==> src/rtl/serial_pair_loader.sv <==
// Serial-to-parallel loader: collects LSB-first A/B bit pairs into WIDTH-bit words
// and presents each completed pair through a valid/ready output register.
module serial_pair_loader #(
    parameter int WIDTH = 8
) (
    input  logic                     clock,
    input  logic                     rst_n,
    input  logic                     in_valid,
    output logic                     in_ready,
    input  logic                     a_bit,
    input  logic                     b_bit,
    input  logic                     clear,
    output logic [WIDTH-1:0]         a,
    output logic [WIDTH-1:0]         b,
    output logic                     out_valid,
    input  logic                     out_ready,
    output logic [$clog2(WIDTH)-1:0] bit_count
);

    localparam int CW = $clog2(WIDTH);
    localparam logic [CW-1:0] LAST_BIT = CW'(WIDTH - 1);

    // FILL and FULL_FILL are the registered occupancy states; STALL is the
    // combinational refinement of FULL_FILL while the completing beat must wait.
    typedef enum logic [1:0] {
        FILL      = 2'd0,
        FULL_FILL = 2'd1,
        STALL     = 2'd2
    } state_t;

    state_t state_q;
    state_t state_d;
    state_t phase;

    // Only WIDTH-1 bits are buffered: the WIDTH-th bit goes straight into a/b.
    logic [WIDTH-2:0] sa;
    logic [WIDTH-2:0] sb;
    logic [WIDTH-1:0] sa_next;
    logic [WIDTH-1:0] sb_next;

    logic last;
    logic accept;
    logic complete;

    assign sa_next   = {a_bit, sa};
    assign sb_next   = {b_bit, sb};
    assign out_valid = (state_q != FILL);

    always_comb begin
        // NOTE: every output of this block gets a default first, so no path leaves it unassigned and no latch is inferred.
        state_d  = state_q;
        phase    = state_q;
        in_ready = 1'b1;
        accept   = 1'b0;
        complete = 1'b0;
        last     = (bit_count == LAST_BIT);

        if (state_q != FILL && last && !out_ready) begin
            phase = STALL;
        end
        in_ready = (phase != STALL);

        // clear wins over a beat presented in the same cycle
        accept   = in_valid && in_ready && !clear;
        complete = accept && last;

        case (state_q)
            FILL: begin
                if (complete) state_d = FULL_FILL;
            end
            FULL_FILL: begin
                if (out_ready && !complete) state_d = FILL;
            end
            default: state_d = FILL;
        endcase
    end

    always_ff @(posedge clock or negedge rst_n) begin
        if (!rst_n) begin
            state_q <= FILL;
        end else begin
            // NOTE: sequential state uses non-blocking assignment so every register samples pre-edge values.
            state_q <= state_d;
        end
    end

    always_ff @(posedge clock or negedge rst_n) begin
        if (!rst_n) begin
            bit_count <= '0;
            sa        <= '0;
            sb        <= '0;
            a         <= '0;
            b         <= '0;
        end else if (clear) begin
            bit_count <= '0;
            sa        <= '0;
            sb        <= '0;
        end else if (accept) begin
            if (last) begin
                bit_count <= '0;
                sa        <= '0;
                sb        <= '0;
                a         <= sa_next;
                b         <= sb_next;
            end else begin
                bit_count <= bit_count + CW'(1);
                sa        <= sa_next[WIDTH-1:1];
                sb        <= sb_next[WIDTH-1:1];
            end
        end
    end

endmodule

==> config.mk <==
export PLATFORM = sky130hd
export DESIGN_NAME = serial_pair_loader
export DESIGN_NICKNAME = d
export VERILOG_FILES = /design/src/rtl/serial_pair_loader.sv
export SDC_FILE = /design/constraint.sdc
export NUM_CORES = 1
export LEC_CHECK = 0
export ABC_AREA = 1
export CELL_PAD_IN_SITES_DETAIL_PLACEMENT = 0
export CELL_PAD_IN_SITES_GLOBAL_PLACEMENT = 1
export CORE_MARGIN = 3
export CORE_UTILIZATION = 35
export CTS_BUF_LIST = sky130_fd_sc_hd__clkbuf_4 sky130_fd_sc_hd__clkbuf_8
export CTS_CLUSTER_SIZE = 20
export DETAILED_ROUTE_END_ITERATION = 10
export GPL_TIMING_DRIVEN = 0
export PLACE_DENSITY = 0.76
export SLEW_MARGIN = 0
export SYNTH_ARGS = -nofsm -noshare
export SYNTH_HDL_FRONTEND = slang
export SYNTH_SLANG_ARGS = --single-unit
==> constraint.sdc <==
create_clock -name clock -period 2.3 [get_ports clock]
set_input_delay 0.23 -clock clock [delete_from_list [all_inputs] [get_ports clock]]
set_output_delay 0.23 -clock clock [all_outputs]
set_load 0.05 [all_outputs]
# Word level (Yosys, flattened, before mapping)

Index checks and enable logic that the tools add are counted.
W data, S select, Z words.

Flip-flop bits (word level): 35
Bits of input ports: 7
Output and inout bits: 21

Add/subtract/negate cells: 1
Equality and inequality tests: 5
Muxes and demuxes: 13
Bitwise gates (word level): 1
Reduce and logical (&&, ||, !) cells: 14

Operator list:

| operator              | count |
|---|---|
| $mux W7               | 6 |
| $mux W3               | 3 |
| $logic_and A1 B1 Y1   | 6 |
| $mux W2               | 3 |
| $ne A2 B2 Y1 const B  | 3 |
| $pmux W2 S2           | 1 |
| $reduce_bool A2 Y1    | 2 |
| $add A3 B1 Y3 const B | 1 |
| $eq A3 B3 Y1 const B  | 1 |
| $logic_not A1 Y1      | 3 |
| $reduce_and A3 Y1     | 1 |
| $eq A2 B1 Y1 const B  | 1 |
| $logic_not A2 Y1      | 1 |
| $reduce_and A2 Y1     | 1 |
| $not A1 Y1            | 1 |

# Logic depth before layout (Yosys ltp)

Gate-level depths: netlist (run 1).

Depth in word-level cells: 12
Depth in mapped cells: 7
Depth with buffers taken out: 6

# Least setup slack after synthesis (run 1)

No wires, ideal clock.

Path kind: register to register
Start point: register bit_count[0]
End point: register bit_count[0]
Setup time: 0.120 ns
Arrival: 1.731 ns
Path slack: 0.448 ns
Stages on the path, launching flop included: 8
Buffers on the path: 1
Period minus slack after synthesis: 1.852 ns
Cells stage by stage: dfrtp_1 > ha_1 > ha_1 > nand2_2 > nand2_4 > buf_6 > nand3_1 > nand2_1

Cells in the longest elaborated chain, start to end: 8
Elaborated cells between the ends (all ways): 12

RTL lines:

| element                             | RTL line | text |
|---|---|---|
| from (decl)                         | 17       | `output logic [$clog2(WIDTH)-1:0] bit_count` |
| from (signal assigned)              | 106      | `bit_count <= bit_count + CW'(1);` |
| $eq A3 B3 Y1                        | 56       | `last = (bit_count == LAST_BIT);` |
| $logic_and A1 B1 Y1 (2 in a row)    | 58       | `if (state_q != FILL && last && !out_ready) begin` |
| $mux W2                             | 58       |  |
| $ne A2 B2 Y1                        | 61       | `in_ready = (phase != STALL);` |
| via in_ready                        | 9        | `output logic in_ready,` |
| $logic_and A1 B1 Y1 (2 in a row)    | 64       | `accept = in_valid && in_ready && !clear;` |
| $reduce_bool A2 Y1 (no source line) | -        |  |

The timed path passes the listed nets, and every way through them passes these cells. The select of a mux whose other input is x is not followed.
A chain may end at the register's enable or synchronous reset.

# Final worst setup path (run 1)

Start point: register bit_count[0]
End point: output in_ready

Cells in the longest elaborated chain, start to end: 5

RTL lines:

| element                          | RTL line |
|---|---|
| $eq A3 B3 Y1                     | 56 |
| $logic_and A1 B1 Y1 (2 in a row) | 58 |
| $mux W2                          | 58 |
| $ne A2 B2 Y1                     | 61 |
| to (decl)                        | 9 |

Every way passes these cells.

==> summary.txt, run 1 <==
Setup Buffers After CTS -> 0
Post-CTS Hold Fix Bufs -> 0
Netlist cell types -> 15
first-pass GRT wire length -> 5770 µm
most frequent cells in the layout -> nand2_1 (35), dfrtp_1 (34), clkdlybuf4s50_1 (24)
Vias/cell -> 5.05
clk_skew -> 3.54 ps
hpwl dp -> 2370 µm
CP Launch Type -> flip-flop
critical setup path kind -> reg -> out
Multi-input gate area -> 533 µm²
via count of the first global-routing pass -> 1281
final core utilization -> 47.5%
number of routed nets with antenna violations -> 0
Clock Path Buffers -> 2
mean post-synth cell area -> 9.89 µm²
Post-Route WL -> 3270 µm
Cell Pwr Density -> 590 nW/µm²
syn nets -> 165
antenna cell count -> 0
Critical Path Fanout Max -> 4
minimum clock period -> 2060 ps
die width -> 72.4 µm
internal cell power -> 0.883 mW
Clk pwr share -> 40.0%
Net Sw Frac -> 23.4%
FF+latch area -> 851 µm²
Post-DP Area -> 1860 µm²
largest net degree at the start of global routing -> 35
clk sinks -> 34
RSZ-0062 raised after global routing -> no
leakage power -> 0.926 nW
Core ar. -> 4120 µm²
std cell rows -> 23
Tcrit/Tclk final -> 89.6%
status -> completed
Num CTS Buffers -> 5
io pins -> 28
final hold vios -> 0
Final TNS setup -> 0 ps
Max VDD drop -> 0.282 mV
CP required -> 2070 ps
worst skew pair latency -> 280 ps
sequential area share after synthesis -> 55.2%
starting density of the core -> 37.5%
FF+latch count, synth -> 34
final instance area -> 1950 µm²
die height -> 72.4 µm
Flop pwr share -> 53.1%
hold slack -> 16.1 ps
Fillers -> 392
Vias -> 1212
CTS tree -> done
Reg2Reg Depth -> 6
Gate power share -> 6.9%
top cells by area, synth -> dfrtp_1 (55%), o21ai_2 (9.1%), nand2_1 (8.5%)
CTS root buffer -> clkbuf_8
class of the tightest hold or removal check -> in -> async
drt first pass iters -> 6
crit path launch -> bit_count[0]$_DFFE_PN0P_
actual slew at the worst max-slew pin -> 758 ps
Syn Inst Count -> 156
Setup violations, final -> 0
most common cell after layout, fill and taps aside -> nand2_1
Post-route DRC -> 0
P_sw -> 0.269 mW
final net count -> 198
layout cells sized above 1 -> 21.1%
GPL Wtd Cong -> 0.748
max cap viols -> 0
CP endpoint kind -> primary output
die area -> 5240 µm²
Synth top area share -> 55.2%
most area-hungry cell type in the Yosys netlist -> dfrtp_1
grt total ovfl -> 0
Total GRT Usage -> 14.4%
synthesized area -> 1540 µm²
average wire per standard cell -> 13.6 µm
Clock transition at path regs -> 70 ps
initial antenna violation count -> 0
Overall Power -> 1.15 mW
1st-iter DRT viols -> 133
worst endpoint data arrival time -> 1830 ps
slew margin rel. -> 49.4%
buffers added on ports -> 26
Max Freq -> 485 MHz
max-slew violations -> 0
H-tree levels -> 2
Layout area overhead -> 26.7%
reg2reg start -> bit_count[0]$_DFFE_PN0P_
yosys warns -> 0
-- layer usage --
| layer | track usage, % | part of all wire [%] | routed length (µm) | vias up |
|---|---|---|---|---|
| met2 | 24.0 | 51 | 1670 | 25 |
| met3 | 4.71 | 4.2 | 138 | 8 |
| met5 | 0 | 0 | 0 | - |
| met4 | 6.56 | 3.0 | 97 | 0 |
| li1 | - | - | - | 582 |
| met1 | 16.8 | 42 | 1370 | 597 |
-- worst paths after layout --
kind	endpoint	slack, ps
hold reg to reg	b[3]$_DFFE_PN0P_	490
setup reg to reg	sa[6]$_DFFE_PN0P_	730
setup / recovery	in_ready	240
min in group clock	sa[1]$_DFFE_PN0P_	290
max in group asynchronous	b[0]$_DFFE_PN0P_	1800
hold / removal	b[1]$_DFFE_PN0P_	20
-- registers in the layout, indices dropped and copies added (netlist names) --
name	flops
a	8
b	8
bit_count	3
sa	7
sb	7
state_q	1
-- power by group through the flow --
stage | Clock (mW) | Combinational [mW] | Sequential [mW]
CTS | 0.476 | 0.0812 | 0.612
global route | 0.501 | 0.0893 | 0.612
detailed placement | 0 | 0.0807 | 0.623
global placement | 0 | 0.0803 | 0.623
floorplan | 0 | 0.0336 | 0.633
finish | 0.461 | 0.0793 | 0.612
-- Yosys cell counts --
| cell | n |
|---|---|
| nand2_1 | 35 |
| dfrtp_1 | 34 |
| inv_1 | 20 |
| nand3_1 | 17 |
| nand4_1 | 17 |
| o21ai_2 | 16 |
| buf_2 | 4 |
| buf_6 | 4 |
| buf_4 | 2 |
| ha_1 | 2 |
| inv_2 | 1 |
| nand2_2 | 1 |
| nand2_4 | 1 |
| nand4_4 | 1 |
| nor2_2 | 1 |
-- through the flow --
step / cells / setup WS [ps]
CTS: 240 / 209
global placement: 232 / 263
floorplan: 156 / 448
global route: 240 / 185
finish: 240 / 239
detailed placement: 232 / 254
-- worst max-delay path, stage by stage (launching register included) --
cell and delay, ps:
dfrtp_1 420, ha_1 210, ha_1 250, nand2_2 130, dlygate4sd2_1 540
-- cells by family (layout without fill, tap and decap cells) --
kind of cell | Yosys count | in the layout | share of synthesized area [%]
adders and majority gates | 2 | 2 | 1.62
buffers and inverters | 31 | 65 | 10.3
and+or+nand+nor | 73 | 73 | 23.8
DFF | 34 | 34 | 55.2
AOI/OAI and AO/OA | 16 | 16 | 9.08
-- area by class of cell --
cell class,instances,share of cell area [%]
flip-flops and latches,34,43.5
repair buffers,26,13.0
clock buffers,7,4.61
plain buffers,10,4.10
inverters,21,4.03
clock inverters,1,0.256
multi-input cells,91,27.3
well taps,50,3.20
-- what timing repair did --
item                                    in CTS  in global routing
gates resized for setup                      1                  0
endpoints found under the hold margin        0                  0
endpoints found under the setup margin       1                  0
No activity file was read; power rests on OpenSTA's default activity.
==> inputs of run 2 (changes only) <==
--- a/config.mk
+++ b/config.mk
@@ -9,12 +9,12 @@
 export CELL_PAD_IN_SITES_DETAIL_PLACEMENT = 0
 export CELL_PAD_IN_SITES_GLOBAL_PLACEMENT = 1
 export CORE_MARGIN = 3
-export CORE_UTILIZATION = 35
+export CORE_UTILIZATION = 44
 export CTS_BUF_LIST = sky130_fd_sc_hd__clkbuf_4 sky130_fd_sc_hd__clkbuf_8
 export CTS_CLUSTER_SIZE = 20
 export DETAILED_ROUTE_END_ITERATION = 10
 export GPL_TIMING_DRIVEN = 0
-export PLACE_DENSITY = 0.76
+export PLACE_DENSITY = 0.91
 export SLEW_MARGIN = 0
 export SYNTH_ARGS = -nofsm -noshare
 export SYNTH_HDL_FRONTEND = slang
==> summary.txt, run 2 (same netlist as run 1, synthesis figures left out) <==
std cell rows -> 20
largest net degree at the start of global routing -> 35
Vias -> 1183
H-tree levels -> 2
via count of the first global-routing pass -> 1135
clk_skew -> 8.70 ps
final instance area -> 1940 µm²
slew margin rel. -> 51.5%
setup ws final -> 195 ps
minimum clock period -> 2100 ps
Worst path most repeated cell -> ha_1
Reg2Reg Setup Slack -> 780 ps
Final TNS setup -> 0 ps
final hold vios -> 0
GPL Wtd Cong -> 0.785
Max VDD drop -> 0.343 mV
Total GRT Usage -> 16.3%
clk sinks -> 34
final net count -> 199
top flop regs -> a (8), b (8)
CP Launch Type -> flip-flop
Hold Path Stages -> 3
Post-Route WL -> 2970 µm
Layout area overhead -> 25.8%
hold endpoint -> sb[4]$_DFFE_PN0P_
initial antenna violation count -> 0
class of the tightest hold or removal check -> in -> reg
starting density of the core -> 48.2%
grt total ovfl -> 0
Core ar. -> 3200 µm²
critical setup path kind -> reg -> out
CP endpoint kind -> primary output
buffers added on ports -> 26
Clock Path Buffers -> 2
hpwl dp -> 2150 µm
worst endpoint data arrival time -> 1870 ps
layout cells sized above 1 -> 20.9%
worst skew pair latency -> 330 ps
Critical Path Fanout Max -> 4
Num CTS Buffers -> 5
Post-route DRC -> 0
most common cell after layout, fill and taps aside -> nand2_1
io pins -> 28
status -> completed
leakage power -> 0.923 nW
first-pass GRT wire length -> 5380 µm
Reg2Reg Capture Point -> sa[3]$_DFFE_PN0P_
die height -> 65.2 µm
Tcrit/Tclk final -> 91.5%
most frequent cells in the layout -> nand2_1 (35), dfrtp_1 (34), clkdlybuf4s50_1 (24)
Reg2Reg Depth -> 6
max-slew violations -> 0
1st-iter DRT viols -> 44
antenna cell count -> 0
min-delay src -> in_valid
slowest cell on the critical path -> dlygate4sd2_1
delay of the slowest cell on the worst path -> 540 ps
CP required -> 2070 ps
Post-DP Area -> 1850 µm²
max cap viols -> 0
crit path cell chain -> ha_1 > ha_1 > nand2_2 > dlygate4sd2_1
Clock transition at path regs -> 110 ps
CTS tree -> done
Overall Power -> 1.09 mW
final core utilization -> 60.6%
Setup Buffers After CTS -> 0
reg2reg start -> bit_count[0]$_DFFE_PN0P_
number of routed nets with antenna violations -> 0
RSZ-0062 raised after global routing -> no
Max Freq -> 475 MHz
die area -> 4250 µm²
die width -> 65.2 µm
Setup violations, final -> 0
actual slew at the worst max-slew pin -> 727 ps
CTS root buffer -> clkbuf_4
average wire per standard cell -> 12.7 µm
Cell Pwr Density -> 563 nW/µm²
drt first pass iters -> 4
dpl ws -> 282 ps
Vias/cell -> 5.03
## run 2: worst max path at each step
| stage | from | endpoint |
|---|---|---|
| after detailed placement | bit_count[0]$_DFFE_PN0P_ | in_ready |
| after global routing | bit_count[0]$_DFFE_PN0P_ | in_ready |
| after floorplan | bit_count[0]$_DFFE_PN0P_ | bit_count[0]$_DFFE_PN0P_ |
| after CTS | bit_count[0]$_DFFE_PN0P_ | in_ready |
| final | bit_count[0]$_DFFE_PN0P_ | in_ready |
| after global placement | bit_count[0]$_DFFE_PN0P_ | in_ready |
## run 2: cell type report
class                           count  area [µm²]
Buffer                             10        80.1
Clock buffer                        8        78.8
Fill cell                         327        1260
Inverter                           21        78.8
Multi-Input combinational cell     91         533
Sequential cell                    34         851
Tap cell                           44        55.1
Timing Repair Buffer               27         264
## run 2: worst max-delay path, delay by kind of cell, from the launching register on
kind | cells | cell delay [ps]
AND/OR/NAND/NOR | 1 | 130
adder cells (fa/ha/maj) | 2 | 460
flip-flops | 1 | 420
buffers and inverters | 1 | 540
## run 2: power by group
group	internal, mW	switching [mW]
clock	0.209	0.192
sequential	0.605	0.00657
combinational	0.0262	0.0539
## run 2: routing by layer
layer  GRT usage (%)  wire [µm]  vias up
met3            5.30        114        2
met4            4.92         18        0
met2            25.8       1450       27
met5               0          0        -
met1            21.4       1390      570
li1                -          -      584
## run 2: what timing repair did
item                                    CTS  global route
gates resized for setup                   1             0
hold endpoints to repair                 34             0
endpoints found under the setup margin    1             0
hold buffers                              1             0
## run 2: through the flow
stage	instances	hold WS [ps]
final	235	233
after global routing	235	223
after CTS	235	227
after detailed placement	226	331
after global placement	226	464
after floorplan	156	-65.6
==> inputs of run 3 (changes only) <==
--- a/config.mk
+++ b/config.mk
@@ -8,7 +8,7 @@
 export ABC_AREA = 1
 export CELL_PAD_IN_SITES_DETAIL_PLACEMENT = 0
 export CELL_PAD_IN_SITES_GLOBAL_PLACEMENT = 1
-export CORE_MARGIN = 3
+export CORE_MARGIN = 10
 export CORE_UTILIZATION = 44
 export CTS_BUF_LIST = sky130_fd_sc_hd__clkbuf_4 sky130_fd_sc_hd__clkbuf_8
 export CTS_CLUSTER_SIZE = 20
==> summary.txt, run 3 (same netlist as run 1, synthesis figures left out) <==
status -> completed
Net Sw Frac -> 26.1%
top flop regs -> a (8), b (8)
Max Freq -> 466 MHz
Post-route DRC -> 0
Core ar. -> 3360 µm²
hpwl dp -> 2340 µm
H-tree levels -> 2
initial antenna violation count -> 0
Max VDD drop -> 0.241 mV
internal cell power -> 0.741 mW
first-pass GRT wire length -> 5710 µm
Setup violations, final -> 0
actual slew at the worst max-slew pin -> 745 ps
Flop pwr share -> 61.0%
Setup Buffers After CTS -> 0
Post-Route M1 WL -> 1380 µm
slew margin rel. -> 50.3%
clk_skew -> 5.75 ps
Layout area overhead -> 23.9%
CP required -> 2070 ps
worst skew pair latency -> 340 ps
most frequent cells in the layout -> nand2_1 (35), dfrtp_1 (34), clkdlybuf4s50_1 (24)
worst endpoint data arrival time -> 1920 ps
die width -> 79.2 µm
Cell Pwr Density -> 524 nW/µm²
RSZ-0062 raised after global routing -> no
std cell rows -> 21
GPL Wtd Cong -> 0.796
max-slew violations -> 0
Tcrit/Tclk final -> 93.3%
reg2reg start -> bit_count[0]$_DFFE_PN0P_
Clock transition at path regs -> 100 ps
die area -> 6280 µm²
CTS tree -> done
crit path launch -> bit_count[0]$_DFFE_PN0P_
io pins -> 28
average wire per standard cell -> 13.8 µm
Multi-input gate area -> 533 µm²
final hold vios -> 0
Final TNS setup -> 0 ps
largest net degree at the start of global routing -> 35
layout cells sized above 1 -> 20.5%
Fillers -> 329
min-delay src -> in_valid
clk sinks -> 34
Post-Layout Cell Count -> 236
Clk pwr share -> 30.8%
via count of the first global-routing pass -> 1190
Num CTS Buffers -> 5
Reg2Reg Setup Slack -> 740 ps
starting density of the core -> 45.9%
CP Launch Type -> flip-flop
Post-Route WL -> 3250 µm
Total GRT Usage -> 11.4%
drt first pass iters -> 4
die height -> 79.2 µm
Vias -> 1177
Critical Path Fanout Max -> 4
number of routed nets with antenna violations -> 0
FF+latch area -> 851 µm²
Inst Count DP -> 228
minimum clock period -> 2150 ps
antenna cell count -> 0
1st-iter DRT viols -> 63
grt total ovfl -> 0
top sig layer -> met4
class of the tightest hold or removal check -> in -> reg
max cap viols -> 0
CTS root buffer -> clkbuf_4
P_sw -> 0.261 mW
buffers added on ports -> 26
WL met3 -> 266 µm
leakage power -> 0.909 nW
CP endpoint kind -> primary output
Gate power share -> 8.2%
met2 wire len -> 1550 µm
Clock Path Buffers -> 2
final core utilization -> 56.8%
most common cell after layout, fill and taps aside -> nand2_1
critical setup path kind -> reg -> out
final net count -> 199
Vias/cell -> 4.99
run 3: cell types whose count changed in the layout (fill, tap and decap cells not counted):
cell      before  now
clkinv_2       0    2
clkbuf_8       3    0
run 3: power by group through the flow:
| stage | registers, mW | logic (mW) | clock network (mW) |
|---|---|---|---|
| 2_1_floorplan | 0.633 | 0.0336 | 0 |
| 3_3_place_gp | 0.622 | 0.0807 | 0 |
| 3_5_place_dp | 0.623 | 0.0817 | 0 |
| 4_1_cts | 0.611 | 0.0836 | 0.317 |
| 5_1_grt | 0.613 | 0.0914 | 0.344 |
| 6_report | 0.611 | 0.0821 | 0.309 |
run 3: metrics by stage:
step,worst slack [ps],total power [mW],cell area (µm²),hold slack [ps]
after floorplan,448,0.666,1540,-65.6
after global placement,281,0.703,1860,464
after detailed placement,263,0.704,1860,335
after CTS,143,1.01,1910,211
after global routing,31.0,1.05,1910,229
final,155,1.00,1910,223
run 3: routing by layer:
layer	global-route usage, %	vias to the layer above
met2	18.8	26
met3	5.07	7
met1	12.3	558
li1	-	586
met4	5.20	0
met5	0	-
run 3: worst paths after layout:
check	depth (start not counted)	to
setup / recovery	4	in_ready
hold / removal	3	sb[2]$_DFFE_PN0P_
setup reg to reg	6	bit_count[1]$_DFFE_PN0P_
hold reg to reg	2	b[0]$_DFFE_PN0P_
max in group asynchronous	2	b[0]$_DFFE_PN0P_
min in group asynchronous	2	sa[2]$_DFFE_PN0P_
run 3: worst max-delay path, stage by stage, from the launching register on:
cell           delay, ps
dfrtp_1              430
ha_1                 230
ha_1                 240
nand2_2              130
dlygate4sd2_1        550
run 3: repair_timing:
item	4_1_cts	5_1_grt
gates resized for setup	1	0
endpoints found under the hold margin	34	0
endpoints found under the setup margin	1	0
hold buffers	1	0
run 3: layout make-up:
| class | instances | share of cell area (%) |
|---|---|---|
| Timing Repair Buffer | 27 | 13.8 |
| Clock inverter | 2 | 0.524 |
| Multi-Input combinational cell | 91 | 27.9 |
| Sequential cell | 34 | 44.5 |
| Buffer | 10 | 4.19 |
| Tap cell | 46 | 3.01 |
| Clock buffer | 5 | 1.96 |
| Inverter | 21 | 4.12 |
